===== config.mk =====
export PLATFORM = sky130hd
export DESIGN_NAME = ks_memory_flat
export DESIGN_NICKNAME = d
export VERILOG_FILES = /design/src/rtl/ks_memory_if.sv /design/src/rtl/ks_memory.sv /design/src/flat_wrapper.sv
export SDC_FILE = /design/constraint.sdc
export NUM_CORES = 1
export LEC_CHECK = 0
export CORE_ASPECT_RATIO = 0.7
export CORE_MARGIN = 2
export CORE_UTILIZATION = 40
export CTS_CLUSTER_DIAMETER = 200
export DETAILED_ROUTE_END_ITERATION = 8
export GPL_ROUTABILITY_DRIVEN = 0
export PLACE_DENSITY = 0.66
export REMOVE_ABC_BUFFERS = 1
export SLEW_MARGIN = 20
export SYNTH_ARGS = -nofsm -noshare
export SYNTH_HDL_FRONTEND = slang
export SYNTH_SLANG_ARGS = --single-unit

===== constraint.sdc =====
create_clock -name clk -period 5.4 [get_ports clk]
set_clock_uncertainty 0.15 [all_clocks]
set_input_delay 0.81 -clock clk [delete_from_list [all_inputs] [get_ports clk]]
set_output_delay 0.81 -clock clk [all_outputs]
set_load 0.01 [all_outputs]

===== src/rtl/ks_memory_if.sv =====
// Core + loader bus for ks_memory; write_violation is present only under KS_MEM_PROTECT_EN.
interface ks_memory_if;
  logic [4:0]  ram_addr;
  logic        write_enable;
  logic [15:0] data_out;
  logic [15:0] data_in;
  logic        load_valid;
  logic        load_ready;
  logic [4:0]  load_addr;
  logic [15:0] load_data;
  logic        load_last;
  logic        reload;
  logic        core_hold;
`ifdef KS_MEM_PROTECT_EN
  logic        write_violation;
`endif

  modport master (
    output ram_addr, write_enable, data_out,
    output load_valid, load_addr, load_data, load_last, reload,
    input  data_in, load_ready, core_hold
`ifdef KS_MEM_PROTECT_EN
    , input write_violation
`endif
  );

  modport slave (
    input  ram_addr, write_enable, data_out,
    input  load_valid, load_addr, load_data, load_last, reload,
    output data_in, load_ready, core_hold
`ifdef KS_MEM_PROTECT_EN
    , output write_violation
`endif
  );
endinterface


===== src/rtl/ks_memory.sv =====
// 32x16 core memory with a LOAD/RUN loader FSM; 1-cycle registered read, read-before-write.
// KS_MEM_PROTECT_EN: drops core writes to words 0-15 in RUN and raises sticky write_violation.
module ks_memory (
  input logic         clk,
  input logic         rst_n,
  ks_memory_if.slave  mem_bus
);
  localparam logic [0:0] ST_LOAD = 1'b0;
  localparam logic [0:0] ST_RUN  = 1'b1;

  logic [0:0]  r_state;
  logic [15:0] r_mem [32];
  logic [15:0] r_data_in;

  logic w_loading;
  logic w_load_acc;
  logic w_core_wr;
  logic w_wr_allowed;

  assign w_loading  = (r_state == ST_LOAD);
  assign w_load_acc = w_loading & mem_bus.load_valid;

`ifdef KS_MEM_PROTECT_EN
  logic w_violation;
  logic r_write_violation;

  // Lower half of the address space holds the program image.
  assign w_wr_allowed = mem_bus.ram_addr[4];
  assign w_violation  = ~w_loading & mem_bus.write_enable & ~mem_bus.ram_addr[4];

  always_ff @(posedge clk or negedge rst_n) begin
    if (!rst_n) begin
      r_write_violation <= 1'b0;
    end else if (!w_loading && mem_bus.reload) begin
      r_write_violation <= 1'b0;
    end else if (w_violation) begin
      r_write_violation <= 1'b1;
    end
  end

  assign mem_bus.write_violation = r_write_violation;
`else
  assign w_wr_allowed = 1'b1;
`endif

  assign w_core_wr = ~w_loading & mem_bus.write_enable & w_wr_allowed;

  always_ff @(posedge clk or negedge rst_n) begin
    if (!rst_n) begin
      r_state <= ST_LOAD;
    end else begin
      case (r_state)
        ST_LOAD: if (mem_bus.load_valid && mem_bus.load_last) r_state <= ST_RUN;
        ST_RUN:  if (mem_bus.reload) r_state <= ST_LOAD;
        default: r_state <= ST_LOAD;
      endcase
    end
  end

  always_ff @(posedge clk or negedge rst_n) begin
    if (!rst_n) begin
      for (int i = 0; i < 32; i++) r_mem[i] <= 16'h0000;
    end else if (w_load_acc) begin
      r_mem[mem_bus.load_addr] <= mem_bus.load_data;
    end else if (w_core_wr) begin
      r_mem[mem_bus.ram_addr] <= mem_bus.data_out;
    end
  end

  // Zero on the reload edge so the first LOAD cycle already shows 0.
  always_ff @(posedge clk or negedge rst_n) begin
    if (!rst_n) begin
      r_data_in <= 16'h0000;
    end else if (!w_loading && !mem_bus.reload) begin
      r_data_in <= r_mem[mem_bus.ram_addr];
    end else begin
      r_data_in <= 16'h0000;
    end
  end

  assign mem_bus.data_in    = r_data_in;
  assign mem_bus.load_ready = w_loading;
  assign mem_bus.core_hold  = w_loading;
endmodule

===== src/flat_wrapper.sv =====
// flat-port wrapper written by rule: the top's interface ports become plain ports
module ks_memory_flat 
  (clk, rst_n, mem_bus_ram_addr, mem_bus_write_enable, mem_bus_data_out, mem_bus_load_valid, mem_bus_load_addr, mem_bus_load_data, mem_bus_load_last, mem_bus_reload, mem_bus_data_in, mem_bus_load_ready, mem_bus_core_hold);
  ks_memory_if mem_bus_i ();
  input logic clk;
  input logic rst_n;
  input wire logic [$bits(mem_bus_i.ram_addr)-1:0] mem_bus_ram_addr;
  input wire logic [$bits(mem_bus_i.write_enable)-1:0] mem_bus_write_enable;
  input wire logic [$bits(mem_bus_i.data_out)-1:0] mem_bus_data_out;
  input wire logic [$bits(mem_bus_i.load_valid)-1:0] mem_bus_load_valid;
  input wire logic [$bits(mem_bus_i.load_addr)-1:0] mem_bus_load_addr;
  input wire logic [$bits(mem_bus_i.load_data)-1:0] mem_bus_load_data;
  input wire logic [$bits(mem_bus_i.load_last)-1:0] mem_bus_load_last;
  input wire logic [$bits(mem_bus_i.reload)-1:0] mem_bus_reload;
  output wire logic [$bits(mem_bus_i.data_in)-1:0] mem_bus_data_in;
  output wire logic [$bits(mem_bus_i.load_ready)-1:0] mem_bus_load_ready;
  output wire logic [$bits(mem_bus_i.core_hold)-1:0] mem_bus_core_hold;
  assign mem_bus_i.ram_addr = mem_bus_ram_addr;
  assign mem_bus_i.write_enable = mem_bus_write_enable;
  assign mem_bus_i.data_out = mem_bus_data_out;
  assign mem_bus_i.load_valid = mem_bus_load_valid;
  assign mem_bus_i.load_addr = mem_bus_load_addr;
  assign mem_bus_i.load_data = mem_bus_load_data;
  assign mem_bus_i.load_last = mem_bus_load_last;
  assign mem_bus_i.reload = mem_bus_reload;
  assign mem_bus_data_in = mem_bus_i.data_in;
  assign mem_bus_load_ready = mem_bus_i.load_ready;
  assign mem_bus_core_hold = mem_bus_i.core_hold;
  ks_memory u_core (.clk(clk), .rst_n(rst_n), .mem_bus(mem_bus_i));
endmodule

==> out/summary.txt <==
status - finished, final reports clean
post-cts resize count - 0
ANT nets after route - 0
Fin Setup TNS - 0 ps
cells along the critical path - clkdlybuf4s50_1 -> and2_1 -> nand2_1 -> o22a_1 -> mux2_2
maxcap violations - 0
final period utilization - 71.8%
required time worst endpoint - 5740 ps
WL/cell - 31.8 um
Startpoint Class - input port
Post-synth EDFFs - 0
pin count of the biggest net entering global routing - 110
Max IR drop VDD - 0.000215 V
port bufs - 65
synthesized instance count - 2479
Post-Route WL - 108000 um
Tmin final - 3880 ps
H-Tree Depth - 2
async set-reset flop share out of synthesis - 100%
Die ar. - 73700 um^2
Slew @ Worst Pin - 1060 ps
HP Class - in -> async
Relative slew margins - 29.1%
HPWL Detailed - 65800 um
DR vias/cell - 6.93
Starting Density - 40.7%
Syn. warnings - 0
via count - 23540
Hold Violations, Final - 0
top-count cell post-synth - o22ai_1
clk buf depth - 3
crit path DAT - 4220 ps
clk_lat worst skew - 610 ps
RSZ-0062 raised after global routing - no
area delta synth->final - 10.8%
TritonCTS buffer count - 51
vias in the first global route - 22869
Synth Area per Inst - 11.5 um^2
Lkg Pwr - 0.0141 uW
Crit. End Element - flip-flop
Crit path largest cell delay - 920 ps
CTS tree - built
leading area contributor after synthesis - dfrtp_1
ys flop type - dfrtp_1
Die H - 228 um
Pins Over Slew Limit - 0
fmax - 258 MHz
Synth top area share - 46.3%
WS Path Type - in -> reg
chip width - 324 um
overall routing resource usage - 28.5%
num rows - 81
Initial DRC Count - 3538
Final Instance Area - 31700 um^2
Fillers - 6413
core area - 70300 um^2
post-synth cell types - 37
hold_buf cts - 0
GRT Residual Overflow - 0
setup violators final - 0
postcts setup bufs - 0
first-pass GRT wire length - 157000 um
Clock Tree Root - clkbuf_16
boundary pin count - 66
flops & latches, synth - 529
clock sinks - 529
P per Cell Area - 282 nW/um^2
DR DRC count - 0
register area share after synthesis - 46.3%
antenna violations before repair - 7
CP max FO - 17
Post-Syn Area - 28600 um^2
share of cells above drive strength 1 - 30.5%
Synth area leaders - dfrtp_1 (46%), mux2_2 (19%), o22ai_1 (14%)
Clock transition at path regs - 70 ps
DR pass1 iterations - 5
Final nets - 2447
Worst path slowest cell - and2_1
Commonest cells post-synth - o22ai_1 (640), dfrtp_1 (529), mux2_2 (483), mux2i_1 (256), clkbuf_1 (178)
cell area after placement - 29900 um^2
WHS - 103 ps
path summary, 6_finish.rpt:
path	depth (start not counted)	to	start	slack, ps
max in group asynchronous	2	u_core.r_mem[372]$_DFFE_PN0P_	rst_n	3570
max reg2reg	6	u_core.r_mem[343]$_DFFE_PN0P_	u_core.r_state$_DFF_PN0_	2170
max	5	u_core.r_mem[129]$_DFFE_PN0P_	mem_bus_ram_addr[1]	1520
min	1	u_core.r_mem[214]$_DFFE_PN0P_	rst_n	100
min reg2reg	1	u_core.r_mem[342]$_DFFE_PN0P_	u_core.r_mem[342]$_DFFE_PN0P_	350
min in group clk	1	u_core.r_mem[342]$_DFFE_PN0P_	u_core.r_mem[342]$_DFFE_PN0P_	350
layout make-up:
type / count / area, um^2 / share of cell area (%)
antenna: 3 / 7.51 / 0.0237
clock buffer: 71 / 1480 / 4.68
clock inverter: 22 / 305 / 0.964
inverter: 1 / 3.75 / 0.0118
multi-input combinational: 1646 / 13900 / 43.9
sequential: 529 / 13200 / 41.8
tap: 954 / 1190 / 3.77
timing repair buffer: 170 / 1540 / 4.85
power breakdown:
part / internal, uW / switching (uW) / total [uW]
combinational: 261 / 708 / 969
clock: 2250 / 1670 / 3920
sequential: 4020 / 37.1 / 4060
total: 6530 / 2410 / 8950
layer usage:
metal  wire length, um  vias to the layer above  GRT usage (%)  part of all wire, %
met2             43300                     1811           38.3                   40
met3             16800                      321           11.7                   16
li1                  -                     9370              -                    -
met5                45                        -         0.0654                0.042
met4              4270                        4           9.52                  4.0
met1             43600                    12034           40.9                   40
layout by cell type (no fill, tap or decap), types with 8 or more instances in the layout:
| master | n |
|---|---|
| a31oi_1 | 16 |
| buf_4 | 98 |
| clkbuf_16 | 51 |
| clkbuf_8 | 13 |
| clkdlybuf4s50_1 | 63 |
| clkinv_2 | 9 |
| dfrtp_1 | 529 |
| mux2_1 | 9 |
| mux2_2 | 483 |
| mux2_4 | 20 |
| mux2i_1 | 256 |
| nand2_1 | 74 |
| nand2_2 | 21 |
| nor2_1 | 33 |
| nor4_1 | 16 |
| o22a_1 | 20 |
| o22ai_1 | 640 |
| o22ai_2 | 8 |
state kept, by name, indices dropped and copies added (netlist names):
register	flops
u_core.mem_bus.data_in	16
u_core.r_mem	512
u_core.r_state	1
worst max-delay path: cells and delay by family:
family	cells	cell delay, ps
buffers and inverters	1	750
muxes	1	390
AOI/OAI and AO/OA	1	660
and+or+nand+nor	2	1590
logic make-up (layout without fill, tap and decap cells):
logic type	after synthesis	in the layout	synth area share, %
flip-flops	529	529	46.3
other	0	3	0
buffers and inverters	304	264	5.11
AO/OA/AOI/OAI	688	688	15.6
multiplexers	768	768	29.4
AND/OR/NAND/NOR	190	190	3.66
metrics by stage:
step | total power, uW | std cells | util [%] | setup WS [ps]
6_report | 8950 | 3396 | 45.0 | 1520
2_1_floorplan | 4510 | 2176 | - | 1920
4_1_cts | 8900 | 3393 | 45.0 | 1760
5_1_grt | 9140 | 3394 | 45.0 | 1500
3_5_place_dp | 5060 | 3300 | 42.5 | 1140
3_3_place_gp | 5040 | 3300 | 42.5 | 1230
No activity file was read; power rests on OpenSTA's default activity.
